<file path="src/rtl/debruijn_pkg.sv">
// Shared constants for the de Bruijn sequence generator: legal width range and
// the default Fibonacci feedback tap table indexed by state width.
package debruijn_pkg;

  localparam int WIDTH_MIN = 3;
  localparam int WIDTH_MAX = 8;

  typedef logic [WIDTH_MAX-1:0] tap_t;

  // Every default mask has its MSB set, which is what makes the step invertible.
  function automatic tap_t default_tap(input int width);
    case (width)
      3:       return 8'b0000_0110;
      4:       return 8'b0000_1100;
      5:       return 8'b0001_0100;
      6:       return 8'b0011_0000;
      7:       return 8'b0110_0000;
      8:       return 8'b1011_1000;
      default: return '0;
    endcase
  endfunction

endpackage

</file>
<file path="src/rtl/debruijn_step.sv">
// Combinational next-state logic for the de Bruijn generator.
// Reverse stepping is built only when DEBRUIJN_REVERSE_EN is defined.
module debruijn_step
  import debruijn_pkg::*;
#(
  parameter int               WIDTH    = 4,
  parameter logic [WIDTH-1:0] TAP_MASK = WIDTH'(default_tap(WIDTH))
) (
  input  logic [WIDTH-1:0] cur,
  input  logic             dir,
  output logic [WIDTH-1:0] nxt
);

  logic             fwd_bit;
  logic [WIDTH-1:0] fwd_state;

  // The all-zero-low-bits correction splices 0...0 into the maximal LFSR cycle.
  assign fwd_bit   = (^(cur & TAP_MASK)) ^ (cur[WIDTH-2:0] == '0);
  assign fwd_state = {cur[WIDTH-2:0], fwd_bit};

`ifdef DEBRUIJN_REVERSE_EN
  logic             rev_bit;
  logic [WIDTH-1:0] rev_state;

  // Solve the forward equation for the bit that was shifted out of the MSB.
  assign rev_bit   = cur[0] ^ (^(cur[WIDTH-1:1] & TAP_MASK[WIDTH-2:0]))
                   ^ (cur[WIDTH-1:1] == '0);
  assign rev_state = {rev_bit, cur[WIDTH-1:1]};
  assign nxt       = dir ? rev_state : fwd_state;
`else
  logic unused_dir;
  assign unused_dir = dir;
  assign nxt        = fwd_state;
`endif

endmodule

</file>
<file path="src/rtl/debruijn_gen.sv">
// De Bruijn sequence generator: state, step counter and period-wrap pulse.
// Define DEBRUIJN_REVERSE_EN to make the dir port step backwards.
module debruijn_gen
  import debruijn_pkg::*;
#(
  parameter int               WIDTH    = 4,
  parameter logic [WIDTH-1:0] TAP_MASK = WIDTH'(default_tap(WIDTH))
) (
  input  logic             clk,
  input  logic             rst,
  input  logic [WIDTH-1:0] seed,
  input  logic             sel,
  input  logic             en,
  input  logic             dir,
  output logic [WIDTH-1:0] state,
  output logic [WIDTH-1:0] count,
  output logic             wrap
);

  if (WIDTH < WIDTH_MIN || WIDTH > WIDTH_MAX) begin : g_width_check
    $error("debruijn_gen: WIDTH %0d outside legal range %0d..%0d", WIDTH, WIDTH_MIN, WIDTH_MAX);
  end

  if (TAP_MASK[WIDTH-1] !== 1'b1) begin : g_tap_check
    $error("debruijn_gen: TAP_MASK MSB must be set for an invertible step");
  end

  logic [WIDTH-1:0] state_next;
  logic [WIDTH-1:0] count_next;

  debruijn_step #(
    .WIDTH    (WIDTH),
    .TAP_MASK (TAP_MASK)
  ) u_step (
    .cur (state),
    .dir (dir),
    .nxt (state_next)
  );

`ifdef DEBRUIJN_REVERSE_EN
  assign count_next = dir ? count - WIDTH'(1) : count + WIDTH'(1);
`else
  assign count_next = count + WIDTH'(1);
`endif

  always_ff @(posedge clk) begin
    if (rst) begin
      state <= WIDTH'(1);
      count <= '0;
      wrap  <= 1'b0;
    end else if (!sel) begin
      state <= seed;
      count <= '0;
      wrap  <= 1'b0;
    end else if (en) begin
      state <= state_next;
      count <= count_next;
      wrap  <= (count_next == '0);
    end else begin
      wrap  <= 1'b0;
    end
  end

endmodule

</file>
<file path="config.mk">
export PLATFORM = sky130hd
export DESIGN_NAME = debruijn_gen
export DESIGN_NICKNAME = d
export VERILOG_FILES = /design/src/rtl/debruijn_pkg.sv /design/src/rtl/debruijn_step.sv /design/src/rtl/debruijn_gen.sv
export SDC_FILE = /design/constraint.sdc
export NUM_CORES = 1
export LEC_CHECK = 0
export ABC_AREA = 0
export BUFFER_PORTS_ARGS = -buffer_cell sky130_fd_sc_hd__buf_2
export CAP_MARGIN = 20
export CORE_AREA = 5 5 42 44
export CTS_CLUSTER_DIAMETER = 50
export DETAILED_ROUTE_END_ITERATION = 7
export DIE_AREA = 0 0 47 49
export PLACE_DENSITY = 0.63
export SLEW_MARGIN = 15
export SYNTH_ARGS = -nofsm -noshare
export SYNTH_HDL_FRONTEND = slang
export SYNTH_SLANG_ARGS = --single-unit
</file>
<file path="constraint.sdc">
create_clock -name clk -period 1.15 [get_ports clk]
set_clock_uncertainty 0.1 [all_clocks]
set_input_delay 0.115 -clock clk [delete_from_list [all_inputs] [get_ports clk]]
set_output_delay 0.115 -clock clk [all_outputs]
set_load 0.01 [all_outputs]
</file>
# Yosys cells after proc, flatten, opt, wreduce, memory -nomap -nowiden

Cells that the tools add are included.

Equal/unequal tests: 1
Bitwise operators: 3
Div/mod/pow operators: 0
Add/sub/neg operators: 1
Order comparisons: 0
$mul: 0
Reduce and logical (&&, ||, !) cells: 5
Mux-type cells: 2
Shifts and indexed selects: 0

Operators by type and width:

| kind                                                                    | number |
|---|---|
| 4-bit 2-to-1 mux                                                        | 2 |
| 4-bit by 1-bit adder with 4-bit output, second input constant           | 1 |
| 4-bit logical NOT                                                       | 1 |
| 4-bit XOR reduction                                                     | 1 |
| 3-bit logical NOT                                                       | 1 |
| 3-bit OR reduction                                                      | 1 |
| 2-bit by 1-bit inequality test with 1-bit output, second input constant | 1 |
| 1-bit inverter                                                          | 2 |
| 2-bit OR reduction                                                      | 1 |
| 1-bit XOR                                                               | 1 |

ROM bits: 0
Bits in registers: 9
Word-level logic and storage cells: 15
Memory bits (writable): 0
Memories kept: 0
Latch bits: 0

# Depth between registers and ports, before layout

Depth after elaboration: 4
Depth in mapped cells: 4

# By module

From an unflattened synthesis, not the netlist that was laid out.

Cells, all modules: 47
Area, all modules: 456.7 um^2

Modules (own cells, without submodules):

| module        | area each (um^2) | cells each | times used |
|---|---|---|---|
| debruijn_gen  | 410.4            | 41         | 1 |
| debruijn_step | 46.3             | 6          | 1 |

# Least setup slack after synthesis

OpenSTA, ideal clock, no wires.

Path kind: flip-flop to flip-flop
Start: reg count[0]
End: reg wrap
Arrival time: 0.868 ns
Slack: 0.086 ns
Setup time: 0.096 ns
Path buffers: 0
Cell stages (with the launch flop): 4
Clock period less this slack: 1.064 ns
Required time: 0.954 ns
Path through: dfxtp_1 -> nand2_1 -> xnor2_1 -> nor4b_1

Cells in the longest elaborated chain, start to end: 2

RTL lines:

| item                                   | RTL line           | text |
|---|---|---|
| start, declared                        | debruijn_gen.sv:16 | `output logic [WIDTH-1:0] count,` |
| start signal, assigned                 | debruijn_gen.sv:57 | `count <= count_next;` |
| 4-bit by 1-bit adder with 4-bit output | debruijn_gen.sv:43 | `assign count_next = count + WIDTH'(1);` |
| 4-bit logical NOT                      | debruijn_gen.sv:58 | `wrap <= (count_next == '0);` |
| end signal, assigned                   | debruijn_gen.sv:58 |  |
| end, declared                          | debruijn_gen.sv:17 | `output logic wrap` |

Every way passes these cells.
A chain may end at the register's enable or synchronous reset.

# Worst setup path after layout

Start: reg count[0]
End: out count[0]

No word-level cell between the ends.

==> flow_summary.toml <==
[clocking]
clock_latency_ns = 0.26
clockBufferDepth = 2
clk_root_buffer_cell = "sky130_fd_sc_hd__clkbuf_4"
clock_tree_from_tritoncts = "built"
post_cts_setup_repair_bufs = 0
clkSinkCount = 9
cts.clk_slew.worst_paths_ns = 0.06
clock_tree.htree_level_count = 1
tritoncts.num_buffers = 3

[sta]
maxClockFrequency_mhz = 926
fin_hold_ws_ns = 0.0287
setup_viol = 0
layout_min_cycle_time_ns = 1.08
unrepaired_setup_endpoints_after_global_routing = "false"
setup_total_negative_slack_ns = 0
post-route-period-util_pct = 93.9
finalMaxSlewViolations = 0
worst_pin_slew_ns = 0.229
final_hold_vios = 0
max_slew_margin_pct = 84.5

[setup_path]
timing.critical_path.required_ns = 0.94
startpoint_type = "register"
critPathMaxFanout = 3
end_kind = "primary output"
crit_type = "reg -> out"
worstPathArrival_ns = 0.87

[status]
status = "completed"

[grt]
grt_start_max_net_pins = 12
grt_antenna_before_repair = 0
grt.total_usage_pct = 9.03
grt_overflow_total = 0
use_met2_pct = 12.9
gr-usage-met1_pct = 10.4
grt_pass1_wl_microns = 1490
grt_most_used_layer = "met2"
grt_pass1_vias = 381
grtUsageMet3_pct = 6.64

[finish]
layout_cell_share_with_drive_strength_beyond_1_pct = 37.5
diodes = 0
final_nets = 75
layout.filler_cells = 157
area_growth_syn_to_layout_pct = 30.3
post-route-cell-area_sq_um = 564

[placement]
dpl-instance-area_sq_um = 522
port_buffers = 16
place.gp.congestion = 0.681

[flow_run]
number_of_maximum_capacitance_violations = 0

[power_and_ir_drop]
power.ir.vdd_worst_v = 0.000474
power.static_leakage_nw = 0.259
p_per_area_nw_per_um2 = 1220

[routing]
detailroute.via_count = 386
final_antenna_net_count = 0
post_drt_wl_per_cell_microns = 11.3
detail_route.iter0.violations = 9
drcViolationCount = 0
viasPerCell = 4.83
drtPass1Iterations = 2
postRouteWirelength_microns = 903

[floorplan]
rows = 14
die_x_microns = 47
floorplan.io_pins = 18
core-area_sq_um = 1400
die-height_microns = 49
floorplan.die_area_sq_um = 2300
initial_core_util_pct = 30.9

[synthesis]
synth_top_cell_by_area = "sky130_fd_sc_hd__dfxtp_1"
synthesis.area_sq_um = 433
ys_seq_area_share_pct = 41.6
post-synth-top-area-fraction_pct = 41.6
synth.avg_cell_area_sq_um = 9.84
number_of_different_library_cells_in_the_post_synthesis_netlist = 19
ys_warn_count = 0
gate_count_of_the_mapped_netlist = 44
net_count_after_synthesis = 54
yosys-top-cells-area = "sky130_fd_sc_hd__dfxtp_1 (42%), sky130_fd_sc_hd__mux2i_1 (9.2%), sky130_fd_sc_hd__nor2_1 (6.9%)"
synth_seq_cells = 9

[hold_path]
worstHoldPathType = "in -> reg"
==> cells in the mapped netlist, drive strengths merged <==
cell / n
a211oi: 3
xor2: 2
nor4b: 1
mux2i: 4
a21oi: 1
dfxtp: 9
nor2b: 1
o2111ai: 1
xnor2: 2
nand2: 3
o311ai: 1
nand4: 1
ha: 1
inv: 2
a311oi: 1
nand2b: 1
buf: 2
nor2: 8
==> metrics by stage <==
stage	utilization [%]	cells	power, mW	worst slack (ns)
after floorplan	-	44	0.408	0.0865
after global placement	37.2	75	0.441	0.118
after detailed placement	37.2	75	0.442	0.0605
after CTS	39.8	80	0.700	0.0435
after global routing	40.3	80	0.728	0.0338
final	40.3	80	0.686	0.0697
==> worst max-delay path, cell delays in order, from the launching register on <==
cell                      delay (ns)
sky130_fd_sc_hd__dfxtp_1        0.35
sky130_fd_sc_hd__buf_4          0.13
sky130_fd_sc_hd__buf_2          0.12
==> final cells by class <==
cell class	instances	area [sq um]	area share, %
flip-flops and latches	9	180	31.9
well taps	16	20.0	3.55
clock buffers	4	26.3	4.66
inverters	2	7.51	1.33
multi-input cells	31	233	41.2
repair buffers	18	97.6	17.3
==> cells in the final DEF (no fill, tap or decap), types with 2 or more instances in the layout <==
cell | netlist | layout
sky130_fd_sc_hd__buf_2 | 0 | 16
sky130_fd_sc_hd__dfxtp_1 | 9 | 9
sky130_fd_sc_hd__nor2_1 | 8 | 8
sky130_fd_sc_hd__mux2i_1 | 4 | 4
sky130_fd_sc_hd__nand2_1 | 3 | 3
sky130_fd_sc_hd__a211oi_1 | 3 | 3
sky130_fd_sc_hd__clkbuf_4 | 0 | 3
sky130_fd_sc_hd__xor2_1 | 2 | 2
sky130_fd_sc_hd__xnor2_1 | 2 | 2
sky130_fd_sc_hd__inv_1 | 2 | 2
==> registers in the layout (all words and copies together) (netlist names) <==
register / count
count: 4
state: 4
wrap: 1
==> where the power goes <==
group | internal [mW] | leakage, nW | switching (mW) | total, mW
combinational | 0.0478 | 0.170 | 0.0487 | 0.0964
sequential | 0.326 | 0.0738 | 0.0155 | 0.341
clock | 0.134 | 0.0150 | 0.114 | 0.248
total | 0.507 | 0.259 | 0.179 | 0.686
==> worst paths after layout <==
kind	from	slack [ns]	cells after the start	to
max	count[0]	0.07	2	count[0]
max reg2reg	count[1]	0.09	4	count[2]
min	seed[1]	0.03	3	state[1]
min reg2reg	state[3]	0.42	2	state[0]
==> cells by family (layout without fill, tap and decap cells) <==
logic type / count (synthesis) / count (layout) / share of synthesized area (%)
and+or+nand+nor: 15 / 15 / 18.2
buffers and inverters: 4 / 24 / 6.07
muxes: 4 / 4 / 9.25
AOI/OAI and AO/OA: 7 / 7 / 13.9
adders and majority gates: 1 / 1 / 2.89
DFF: 9 / 9 / 41.6
xor gates and xnor gates: 4 / 4 / 8.09
==> per-layer routing <==
metal	vias up	wire length, microns
li1	192	-
met1	177	391
met2	17	411
met3	0	100
met4	0	0
met5	-	0
==> repair_timing <==
item                                   4_1_cts  5_1_grt
endpoints found under the hold margin        3        0
hold buffers                                 1        0
setup endpoints to repair                    0        1
resized for setup                            0        1
Power figures use the tool's default switching activity.
